## src/rtl/instruction_encoder_pkg.sv

```systemverilog
// Shared opcode constants, format codes, FSM states and immediate limits
// for the RV32I instruction encoder.
package instruction_encoder_pkg;

    // Base RV32I major opcodes
    localparam logic [6:0] OP_LOAD      = 7'b0000011;
    localparam logic [6:0] OP_STORE     = 7'b0100011;
    localparam logic [6:0] OP_BRANCH    = 7'b1100011;
    localparam logic [6:0] OP_JALR      = 7'b1100111;
    localparam logic [6:0] OP_JAL       = 7'b1101111;
    localparam logic [6:0] OP_ARITH_IMM = 7'b0010011;
    localparam logic [6:0] OP_ARITH     = 7'b0110011;
    localparam logic [6:0] OP_LUI       = 7'b0110111;
    localparam logic [6:0] OP_AUIPC     = 7'b0010111;

    // funct3 values that select the shift-immediate layout
    localparam logic [2:0] FUNCT3_SLL = 3'b001;
    localparam logic [2:0] FUNCT3_SRL = 3'b101;

    // addi x0,x0,0 -- emitted in place of any rejected request
    localparam logic [31:0] NOP_INST_DEFAULT = 32'h0000_0013;

    // Legal immediate ranges, as signed 32-bit values
    localparam int signed SHAMT_MIN = 0;
    localparam int signed SHAMT_MAX = 31;
    localparam int signed IMM12_MIN = -2048;
    localparam int signed IMM12_MAX = 2047;
    localparam int signed IMMB_MIN  = -4096;
    localparam int signed IMMB_MAX  = 4094;
    localparam int signed IMMJ_MIN  = -1048576;
    localparam int signed IMMJ_MAX  = 1048574;

    typedef enum logic [2:0] {
        FMT_R,
        FMT_I,
        FMT_SH,
        FMT_S,
        FMT_B,
        FMT_J,
        FMT_U,
        FMT_BAD
    } fmt_e;

    typedef enum logic [1:0] {
        ST_IDLE,
        ST_ENCODE,
        ST_EMIT
    } state_e;

    // Classify a request into its packing format; unknown opcodes give FMT_BAD
    function automatic fmt_e fmt_of(input logic [6:0] opcode, input logic [2:0] funct3);
        fmt_e fmt;
        case (opcode)
            OP_ARITH:     fmt = FMT_R;
            OP_ARITH_IMM: fmt = (funct3 == FUNCT3_SLL || funct3 == FUNCT3_SRL) ? FMT_SH : FMT_I;
            OP_LOAD:      fmt = FMT_I;
            OP_JALR:      fmt = FMT_I;
            OP_STORE:     fmt = FMT_S;
            OP_BRANCH:    fmt = FMT_B;
            OP_JAL:       fmt = FMT_J;
            OP_LUI:       fmt = FMT_U;
            OP_AUIPC:     fmt = FMT_U;
            default:      fmt = FMT_BAD;
        endcase
        return fmt;
    endfunction

endpackage

```

## src/rtl/instruction_encoder_imm_field_packer.sv

```systemverilog
// Scatters a full-width immediate into its format-specific instruction bit
// positions and flags immediates that cannot be represented by that format.
module instruction_encoder_imm_field_packer
    import instruction_encoder_pkg::*;
(
    input  logic [6:0]  opcode_i,
    input  logic [2:0]  funct3_i,
    input  logic [31:0] imm_i,
    output logic [31:0] imm_bits_o,
    output logic        range_err_o
);

    logic signed [31:0] imm_s;
    fmt_e               fmt;

    assign imm_s = $signed(imm_i);
    assign fmt   = fmt_of(opcode_i, funct3_i);

    // Place immediate bits and range-check per format; R-type and unknown opcodes contribute nothing
    always_comb begin
        imm_bits_o  = '0;
        range_err_o = 1'b0;
        case (fmt)
            FMT_SH: begin
                imm_bits_o  = {7'b0, imm_i[4:0], 20'b0};
                range_err_o = (imm_s < SHAMT_MIN) || (imm_s > SHAMT_MAX);
            end
            FMT_I: begin
                imm_bits_o  = {imm_i[11:0], 20'b0};
                range_err_o = (imm_s < IMM12_MIN) || (imm_s > IMM12_MAX);
            end
            FMT_S: begin
                imm_bits_o  = {imm_i[11:5], 13'b0, imm_i[4:0], 7'b0};
                range_err_o = (imm_s < IMM12_MIN) || (imm_s > IMM12_MAX);
            end
            FMT_B: begin
                imm_bits_o  = {imm_i[12], imm_i[10:5], 13'b0, imm_i[4:1], imm_i[11], 7'b0};
                range_err_o = (imm_s < IMMB_MIN) || (imm_s > IMMB_MAX) || imm_i[0];
            end
            FMT_J: begin
                imm_bits_o  = {imm_i[20], imm_i[10:1], imm_i[11], imm_i[19:12], 12'b0};
                range_err_o = (imm_s < IMMJ_MIN) || (imm_s > IMMJ_MAX) || imm_i[0];
            end
            FMT_U: begin
                imm_bits_o  = {imm_i[31:12], 12'b0};
                range_err_o = (imm_i[11:0] != 12'b0);
            end
            default: begin
                imm_bits_o  = '0;
                range_err_o = 1'b0;
            end
        endcase
    end

endmodule

```

## src/rtl/instruction_encoder.sv

```systemverilog
// RV32I instruction encoder: captures a decoded request, builds the 32-bit
// word (or a NOP on rejection) and hands it out tagged with a write address.
module instruction_encoder
    import instruction_encoder_pkg::*;
#(
    parameter logic [31:0] BASE_ADDR = 32'h0000_0000,
    parameter int          ERR_CNT_W = 16,
    parameter logic [31:0] NOP_INST  = NOP_INST_DEFAULT
) (
    input  logic                 clk,
    input  logic                 reset,
    input  logic                 in_valid,
    output logic                 in_ready,
    input  logic [6:0]           in_opcode,
    input  logic [4:0]           in_rd,
    input  logic [4:0]           in_rs1,
    input  logic [4:0]           in_rs2,
    input  logic [2:0]           in_funct3,
    input  logic [6:0]           in_funct7,
    input  logic [31:0]          in_imm,
    output logic                 out_valid,
    input  logic                 out_ready,
    output logic [31:0]          out_inst,
    output logic [31:0]          out_addr,
    output logic                 out_err,
    output logic [ERR_CNT_W-1:0] err_count
);

    state_e state_q, state_d;

    logic [6:0]  opcode_q;
    logic [4:0]  rd_q, rs1_q, rs2_q;
    logic [2:0]  funct3_q;
    logic [6:0]  funct7_q;
    logic [31:0] imm_q;

    logic [31:0]          out_inst_q, out_inst_d;
    logic                 out_err_q, out_err_d;
    logic                 out_valid_q;
    logic [31:0]          out_addr_q;
    logic [ERR_CNT_W-1:0] err_count_q;

    logic capture_en, encode_en, handshake;

    logic [31:0] imm_bits;
    logic        range_err;
    logic [31:0] field_bits;
    fmt_e        fmt;

    // State register
    always_ff @(posedge clk) begin
        if (reset) state_q <= ST_IDLE;
        else       state_q <= state_d;
    end

    // Next-state logic: one pass through ENCODE, then wait in EMIT for the consumer
    always_comb begin
        state_d = state_q;
        case (state_q)
            ST_IDLE:   if (in_valid) state_d = ST_ENCODE;
            ST_ENCODE: state_d = ST_EMIT;
            ST_EMIT:   if (out_valid_q && out_ready) state_d = ST_IDLE;
            default:   state_d = ST_IDLE;
        endcase
    end

    // FSM outputs: handshake and datapath enables decoded from state
    always_comb begin
        in_ready   = (state_q == ST_IDLE);
        capture_en = (state_q == ST_IDLE) && in_valid;
        encode_en  = (state_q == ST_ENCODE);
        handshake  = (state_q == ST_EMIT) && out_valid_q && out_ready;
    end

    // Capture the request fields when accepted; they stay put until the next accept
    always_ff @(posedge clk) begin
        if (reset) begin
            opcode_q <= '0;
            rd_q     <= '0;
            rs1_q    <= '0;
            rs2_q    <= '0;
            funct3_q <= '0;
            funct7_q <= '0;
            imm_q    <= '0;
        end else if (capture_en) begin
            opcode_q <= in_opcode;
            rd_q     <= in_rd;
            rs1_q    <= in_rs1;
            rs2_q    <= in_rs2;
            funct3_q <= in_funct3;
            funct7_q <= in_funct7;
            imm_q    <= in_imm;
        end
    end

    instruction_encoder_imm_field_packer u_packer (
        .opcode_i    (opcode_q),
        .funct3_i    (funct3_q),
        .imm_i       (imm_q),
        .imm_bits_o  (imm_bits),
        .range_err_o (range_err)
    );

    assign fmt = fmt_of(opcode_q, funct3_q);

    // Non-immediate fields for each format; immediate slots are left zero for the packer
    always_comb begin
        field_bits = '0;
        case (fmt)
            FMT_R:   field_bits = {funct7_q, rs2_q, rs1_q, funct3_q, rd_q, opcode_q};
            FMT_SH:  field_bits = {funct7_q, 5'b0, rs1_q, funct3_q, rd_q, opcode_q};
            FMT_I:   field_bits = {12'b0, rs1_q, funct3_q, rd_q, opcode_q};
            FMT_S:   field_bits = {7'b0, rs2_q, rs1_q, funct3_q, 5'b0, opcode_q};
            FMT_B:   field_bits = {7'b0, rs2_q, rs1_q, funct3_q, 5'b0, opcode_q};
            FMT_J:   field_bits = {20'b0, rd_q, opcode_q};
            FMT_U:   field_bits = {20'b0, rd_q, opcode_q};
            default: field_bits = '0;
        endcase
    end

    // Final word: merged fields, or the NOP when the opcode is unknown or the immediate does not fit
    always_comb begin
        out_err_d  = range_err || (fmt == FMT_BAD);
        out_inst_d = out_err_d ? NOP_INST : (field_bits | imm_bits);
    end

    // Output word registers: loaded in ENCODE, held through EMIT backpressure
    always_ff @(posedge clk) begin
        if (reset) begin
            out_inst_q  <= '0;
            out_err_q   <= 1'b0;
            out_valid_q <= 1'b0;
        end else if (encode_en) begin
            out_inst_q  <= out_inst_d;
            out_err_q   <= out_err_d;
            out_valid_q <= 1'b1;
        end else if (handshake) begin
            out_valid_q <= 1'b0;
        end
    end

    // Write address advances on every consumed slot, including NOP slots
    always_ff @(posedge clk) begin
        if (reset)          out_addr_q <= BASE_ADDR;
        else if (handshake) out_addr_q <= out_addr_q + 32'd4;
    end

    // Saturating count of rejected requests, bumped as the word enters EMIT
    always_ff @(posedge clk) begin
        if (reset)
            err_count_q <= '0;
        else if (encode_en && out_err_d && !(&err_count_q))
            err_count_q <= err_count_q + ERR_CNT_W'(1);
    end

    assign out_valid = out_valid_q;
    assign out_inst  = out_inst_q;
    assign out_err   = out_err_q;
    assign out_addr  = out_addr_q;
    assign err_count = err_count_q;

endmodule

```

## config.mk

```make
export PLATFORM = sky130hd
export DESIGN_NAME = instruction_encoder
export DESIGN_NICKNAME = d
export VERILOG_FILES = /design/src/rtl/instruction_encoder_pkg.sv /design/src/rtl/instruction_encoder_imm_field_packer.sv /design/src/rtl/instruction_encoder.sv
export SDC_FILE = /design/constraint.sdc
export NUM_CORES = 1
export LEC_CHECK = 0
export BUFFER_PORTS_ARGS = -buffer_cell sky130_fd_sc_hd__buf_2
export CAP_MARGIN = 20
export CORE_MARGIN = 1
export CORE_UTILIZATION = 50
export DETAILED_ROUTE_END_ITERATION = 12
export PLACE_DENSITY = 0.75
export SLEW_MARGIN = 10
export SYNTH_ARGS = -nofsm -noshare
export SYNTH_HDL_FRONTEND = slang
export SYNTH_SLANG_ARGS = --single-unit
```

## constraint.sdc

```tcl
create_clock -name clk -period 3.4 [get_ports clk]
set_clock_uncertainty 0.15 [all_clocks]
set_input_delay 0.34 -clock clk [delete_from_list [all_inputs] [get_ports clk]]
set_output_delay 0.34 -clock clk [all_outputs]
set_load 0.1 [all_outputs]
```

-- Word level (Yosys, flattened, before mapping)
Index checks and enable logic that the tools add are counted.
- register bits after elaboration: 148
- bits of input ports: 68
- output and inout port bits: 83
- add/subtract/negate cells: 2
- magnitude comparators: 8
- equal/unequal tests: 22
- mux-type cells: 11
- bitwise logic cells: 1
- reduce and logical (&&, ||, !) cells: 26
- operators with widths (operator ; number):
    32-bit one-hot mux with 6 select lines ; 1
    32-bit one-hot mux with 5 select lines ; 1
    32-bit by 3-bit adder with 32-bit output (second input constant) ; 1
    32-bit by 12-bit > comparator with 1-bit output (second input constant) ; 1
    32-bit by 13-bit > comparator with 1-bit output (second input constant) ; 1
    32-bit by 21-bit > comparator with 1-bit output (second input constant) ; 1
    32-bit by 6-bit > comparator with 1-bit output (second input constant) ; 1
    32-bit by 1-bit less-than comparator with 1-bit output (second input constant) ; 1
    32-bit by 12-bit less-than comparator with 1-bit output (second input constant) ; 1
    32-bit by 13-bit less-than comparator with 1-bit output (second input constant) ; 1
    32-bit by 21-bit less-than comparator with 1-bit output (second input constant) ; 1
    32-bit 2-to-1 mux ; 1
    32-bit OR ; 1
    7-bit by 6-bit == test with 1-bit output (second input constant) ; 3
    7-bit == test (second input constant) ; 3
    3-bit one-hot mux with 7 select lines ; 1
    16-bit by 1-bit adder with 16-bit output (second input constant) ; 1
    16-bit AND reduction ; 1
    3-bit == test (second input constant) ; 5
    7-bit by 5-bit == test with 1-bit output (second input constant) ; 2
    12-bit nonzero test ; 1
    2-bit OR reduction ; 5
    1-bit logical OR ; 8
    7-bit by 2-bit == test with 1-bit output (second input constant) ; 1
    other kinds (15) ; 26

-- Logic depth before layout (Yosys ltp)
- word-level depth: 10
- gate-level depth with buffers: 11
- gate-level depth less buffers: 8

-- By module
A second synthesis with hierarchy kept.
- cell total of the unflattened synthesis: 818
- area total of the unflattened synthesis: 6491.2 sq um
- by module, submodules not included (module ; times used ; cells an instance ; area each (sq um) ; sequential area each (sq um)):
    instruction_encoder ; 1 ; 720 ; 5806.8 ; 2922.8
    instruction_encoder_imm_field_packer ; 1 ; 98 ; 684.4 ; 0.0

-- Worst setup path after synthesis
Ideal clock, no wire load.
- path type: register -> register
- start point: register out_valid_q, in the netlist out_valid
- end point: register out_addr_q[31], in the netlist out_addr[31]
- library setup time: 0.067 ns
- arrival time: 3.086 ns
- data required time: 3.183 ns
- path slack: 0.097 ns
- stages on the path, launching flop included: 9
- path buffers: 0
- path through: dfxtp_1 -> nand4b_1 -> nor4_1 -> nand3_1 -> nor3_1 -> and3_1 -> nand4_1 -> xor2_1 -> nor2_1
- longest elaborated chain between the ends: 2
- RTL lines (element ; RTL line ; text):
    start, declared ; instruction_encoder.sv:39 ; logic out_valid_q;
    start signal, assigned ; instruction_encoder.sv:132 ; out_valid_q <= 1'b0;
    start signal, assigned ; instruction_encoder.sv:136 ; out_valid_q <= 1'b1;
    start signal, assigned ; instruction_encoder.sv:138 ; out_valid_q <= 1'b0;
    1-bit logical AND (2 in a row) ; instruction_encoder.sv:72 ; handshake = (state_q == ST_EMIT) && out_valid_q && out_ready;
    end signal, assigned ; instruction_encoder.sv:145 ; else if (handshake) out_addr_q <= out_addr_q + 32'd4;
    end, declared ; instruction_encoder.sv:40 ; logic [31:0] out_addr_q;
Every way passes these cells.
A chain may end at the register's enable or synchronous reset.

-- Worst setup path in the final report
- start point: register imm_q[8]
- end point: register out_inst_q[19], in the netlist out_inst[19]
- longest elaborated chain between the ends: 6
- elaborated cells on any way between the ends: 18
- those cells by class: 8 x order compare; 2 x mux; 8 x reduce/logical
- RTL lines (element ; RTL line ; text):
    start, declared ; instruction_encoder.sv:35 ; logic [31:0] imm_q;
    start signal, assigned ; instruction_encoder.sv:92 ; imm_q <= in_imm;
    32-bit by 21-bit less-than comparator with 1-bit output (tied with other cells) ; instruction_encoder_imm_field_packer.sv:42 ; range_err_o = (imm_s < IMMJ_MIN) || (imm_s > IMMJ_MAX) || imm_i[0];
    1-bit logical OR, on equally long branches (2 in a row) ; instruction_encoder_imm_field_packer.sv:42, instruction_encoder_imm_field_packer.sv:38 ;
    1-bit one-hot mux with 5 select lines * ; instruction_encoder_imm_field_packer.sv:23 ; case (fmt)
    1-bit logical OR * ; instruction_encoder.sv:123 ; out_err_d = range_err || (fmt == FMT_BAD);
    32-bit 2-to-1 mux * ; instruction_encoder.sv:124 ; out_inst_d = out_err_d ? NOP_INST : (field_bits | imm_bits);
    end signal, assigned ; instruction_encoder.sv:134 ; out_inst_q <= out_inst_d;
    end, declared ; instruction_encoder.sv:37 ; logic [31:0] out_inst_q, out_inst_d;
Mark *: on every way between the ends. The rest lies on a longest branch, timed or not.

==> reports/results.ini <==
[final_layout]
num_antenna_cells=0
syn2layout_area_growth_pct=24.7
drive_gt1_share_pct=23.4
post_layout_nonfiller_instances=1113
nNetsFinal=1004

[floorplanning]
core_area_um2=12200
die_y_um=114
initial_core_util_pct=51.8
die_w_um=114
io-pin-count=151
die_area_um2=13100
num_rows=40

[cts]
clk_pin_slew_ns=0.06
cts-resized-gates=0
htreeDepth=4
tritoncts.num_buffers=17
clk_latency_ns=0.43
cts_tree=built
cts_buffer_depth=2
holdBufCountCts=14
post_cts_buffers=0
cts_sinks=146
root_buffer=clkbuf_16

[logic_synthesis]
synth_mux_area_share_pct=1.39
yosysTopAreaCellShare_pct=46.4
yosys.area.top_type=dfxtp_1
ys_types=58
synth_edf_count=0
yosys.area_share.adder_pct=0.397
synth.area.top_cells=dfxtp_1 46%, nand2_1 11%, a21oi_1 6.9%
synthSimpleGateAreaFrac_pct=27.2
syn_area_per_cell_um2=8.14
syn-cell-area_um2=6300
synthMostInstantiatedCell=nand2_1
syn_inst=774
synth_top_cells_by_count=189 x nand2_1, 146 x dfxtp_1, 87 x a21oi_1, 52 x nor2_1, 28 x clkbuf_1
yosys_warnings=0
synth-main-ff-cell=dfxtp_1
ys_seq_elements=146
seq_area_frac_synth_pct=46.4
synth_xor_xnor_area_share_pct=3.06
synth_compound_area_share_pct=17.6
synth_top_family_by_area=simple AND/OR/NAND/NOR gates
async_flop_share_pct=0

[timing]
rsz0062_at_grt=false
worst_pin_slew_ns=0.774
hold_violations=0
fmax_ghz=0.318
fin_crit_ns=3.14
fin_setup_tns_ns=0
drv_slew=0
worst_hold_slack_ns=0.00803
min_period_over_period_pct=92.5
setup_viol=0
slew_headroom_pct=48.4

[critical_path]
critPathRequiredTime_ns=3.60
cp_slowest_cell=or4_1
max_stage_delay_ns=0.54
crit_path_start_kind=flop
crit_chain=or4_1, or4_1, a2bb2oi_1, o2111ai_1, a211o_1, or2_4, or3_1, buf_4, o21ai_0
cp_max_fo=18
cp-end-kind=flop
critical_path_class=flop to flop
critPathArrivalTime_ns=3.35
cp_common_cell=or4_1

[power]
comb_power_share_pct=9.8
powerDensity_nw_per_um2=486
p_int_uw=2830
p_clk_share_pct=42.4
seqPwrFrac_pct=47.9
p_leak_uw=0.00321
swShare_pct=25.9
p_switching_uw=988
peakVddDrop_mv=0.326

[detailed_routing]
ant_nets=0
vias=6109
drt-initial-drc-count=564
drt_wl_total_um=16700
drtPass1Iterations=7
post_drt_via_cell_ratio=5.49
drcViolationCount=0
wl_per_cell_um=15.0

[flow_run]
cap_violations=0

[placement]
dpl.cell_count=1068
port_buffers=148
gp_congestion=0.909
hpwl_um=11600

[global_routing]
antenna_found_initial=1
grt-ovfl-total=0
grt_util_all_layers_pct=26.7
grt_max_degree=51
grt_pass1_vias=5670
grt_pass1_wl_um=27400

[min_path]
hold_class=primary input to flop

[outcome]
outcome=finished clean

[cells by family after synthesis]
kind of cell             Yosys count
flip-flops                       146
other                              1
multiplexers                       8
AND/OR/NAND/NOR                  370
buffers and inverters             51
XOR/XNOR                          22
AO/OA/AOI/OAI                    174
adder cells (fa/ha/maj)            2
[sequential cells by signal, indices dropped and copies added (netlist names)]
signal and cells:
imm_q 32, out_addr 30, out_err 1, rs1_q 5
out_valid 1, funct7_q 7, funct3_q 3, err_count 16
rd_q 5, state_q 2, out_inst 32, opcode_q 7
rs2_q 5
[layout by cell type, fill, tap and decap left out, drive strengths merged, types with 4 or more instances in the layout]
cell and count:
clkinv 4, nor2 52, or3 9, clkbuf 24, nor3b 6, a221oi 8
nand2b 4, a22o 4, and3 17, a222oi 12, inv 6, dlygate4sd3 15
mux2 6, nor4 14, nor2b 10, xor2 15, nand3 22, xnor2 7
nor3 9, dfxtp 146, nand2 189, or4 8, a22oi 8, nand4 15
o21ai 32, a21oi 87, o31ai 5, buf 170
[final cells by class]
class	instances	area, um^2
clock inverters	6	35.0
fillers	1096	4300
flip-flops and latches	146	2920
inverters	6	22.5
multi-input cells	578	3150
well taps	168	210
clock buffers	24	462
repair buffers	185	1060
[power by group through the flow]
stage	Clock, uW	Sequential, uW	Combinational (uW)
2_1_floorplan	0	1890	211
4_1_cts	1630	1830	372
3_5_place_dp	0	1860	359
3_3_place_gp	0	1860	355
5_1_grt	1710	1840	410
6_report	1620	1830	374
[critical path: cells and delay by family (launching register included)]
family,cells,cell delay [ns]
AO/OA/AOI/OAI,4,0.73
buffers and inverters,1,0.23
AND/OR/NAND/NOR,4,1.63
flip-flops,1,0.33
[worst paths after layout]
kind / from / end / slack, ns / cells past startpoint
setup reg to reg: imm_q[8] / out_inst[19] / 0.26 / 9
hold / removal: in_imm[26] / imm_q[26] / 0.008 / 3
hold reg to reg: out_inst[19] / out_inst[19] / 0.30 / 2
setup / recovery: imm_q[8] / out_inst[19] / 0.26 / 9
[per-stage QoR]
| stage | worst slack (ns) | area [um^2] | util, % | total power, uW |
|---|---|---|---|---|
| CTS | 0.266 | 7850 | 64.5 | 3830 |
| detailed placement | 0.278 | 7210 | 59.3 | 2220 |
| global placement | 0.308 | 7210 | 59.3 | 2220 |
| global route | 0.0451 | 7860 | 64.6 | 3950 |
| finish | 0.256 | 7860 | 64.6 | 3820 |
| floorplan | 0.0974 | 6310 | - | 2100 |
[per-layer routing]
layer  vias to the layer above  GRT usage (%)  share of wire, %
li1                       3049              -                 -
met1                      2794           33.9                45
met2                       236           43.0                46
met3                        30           7.36               7.3
met4                         0           10.3               1.9
met5                         -              0                 0
Note: power is estimated with default switching activity, not from simulation.
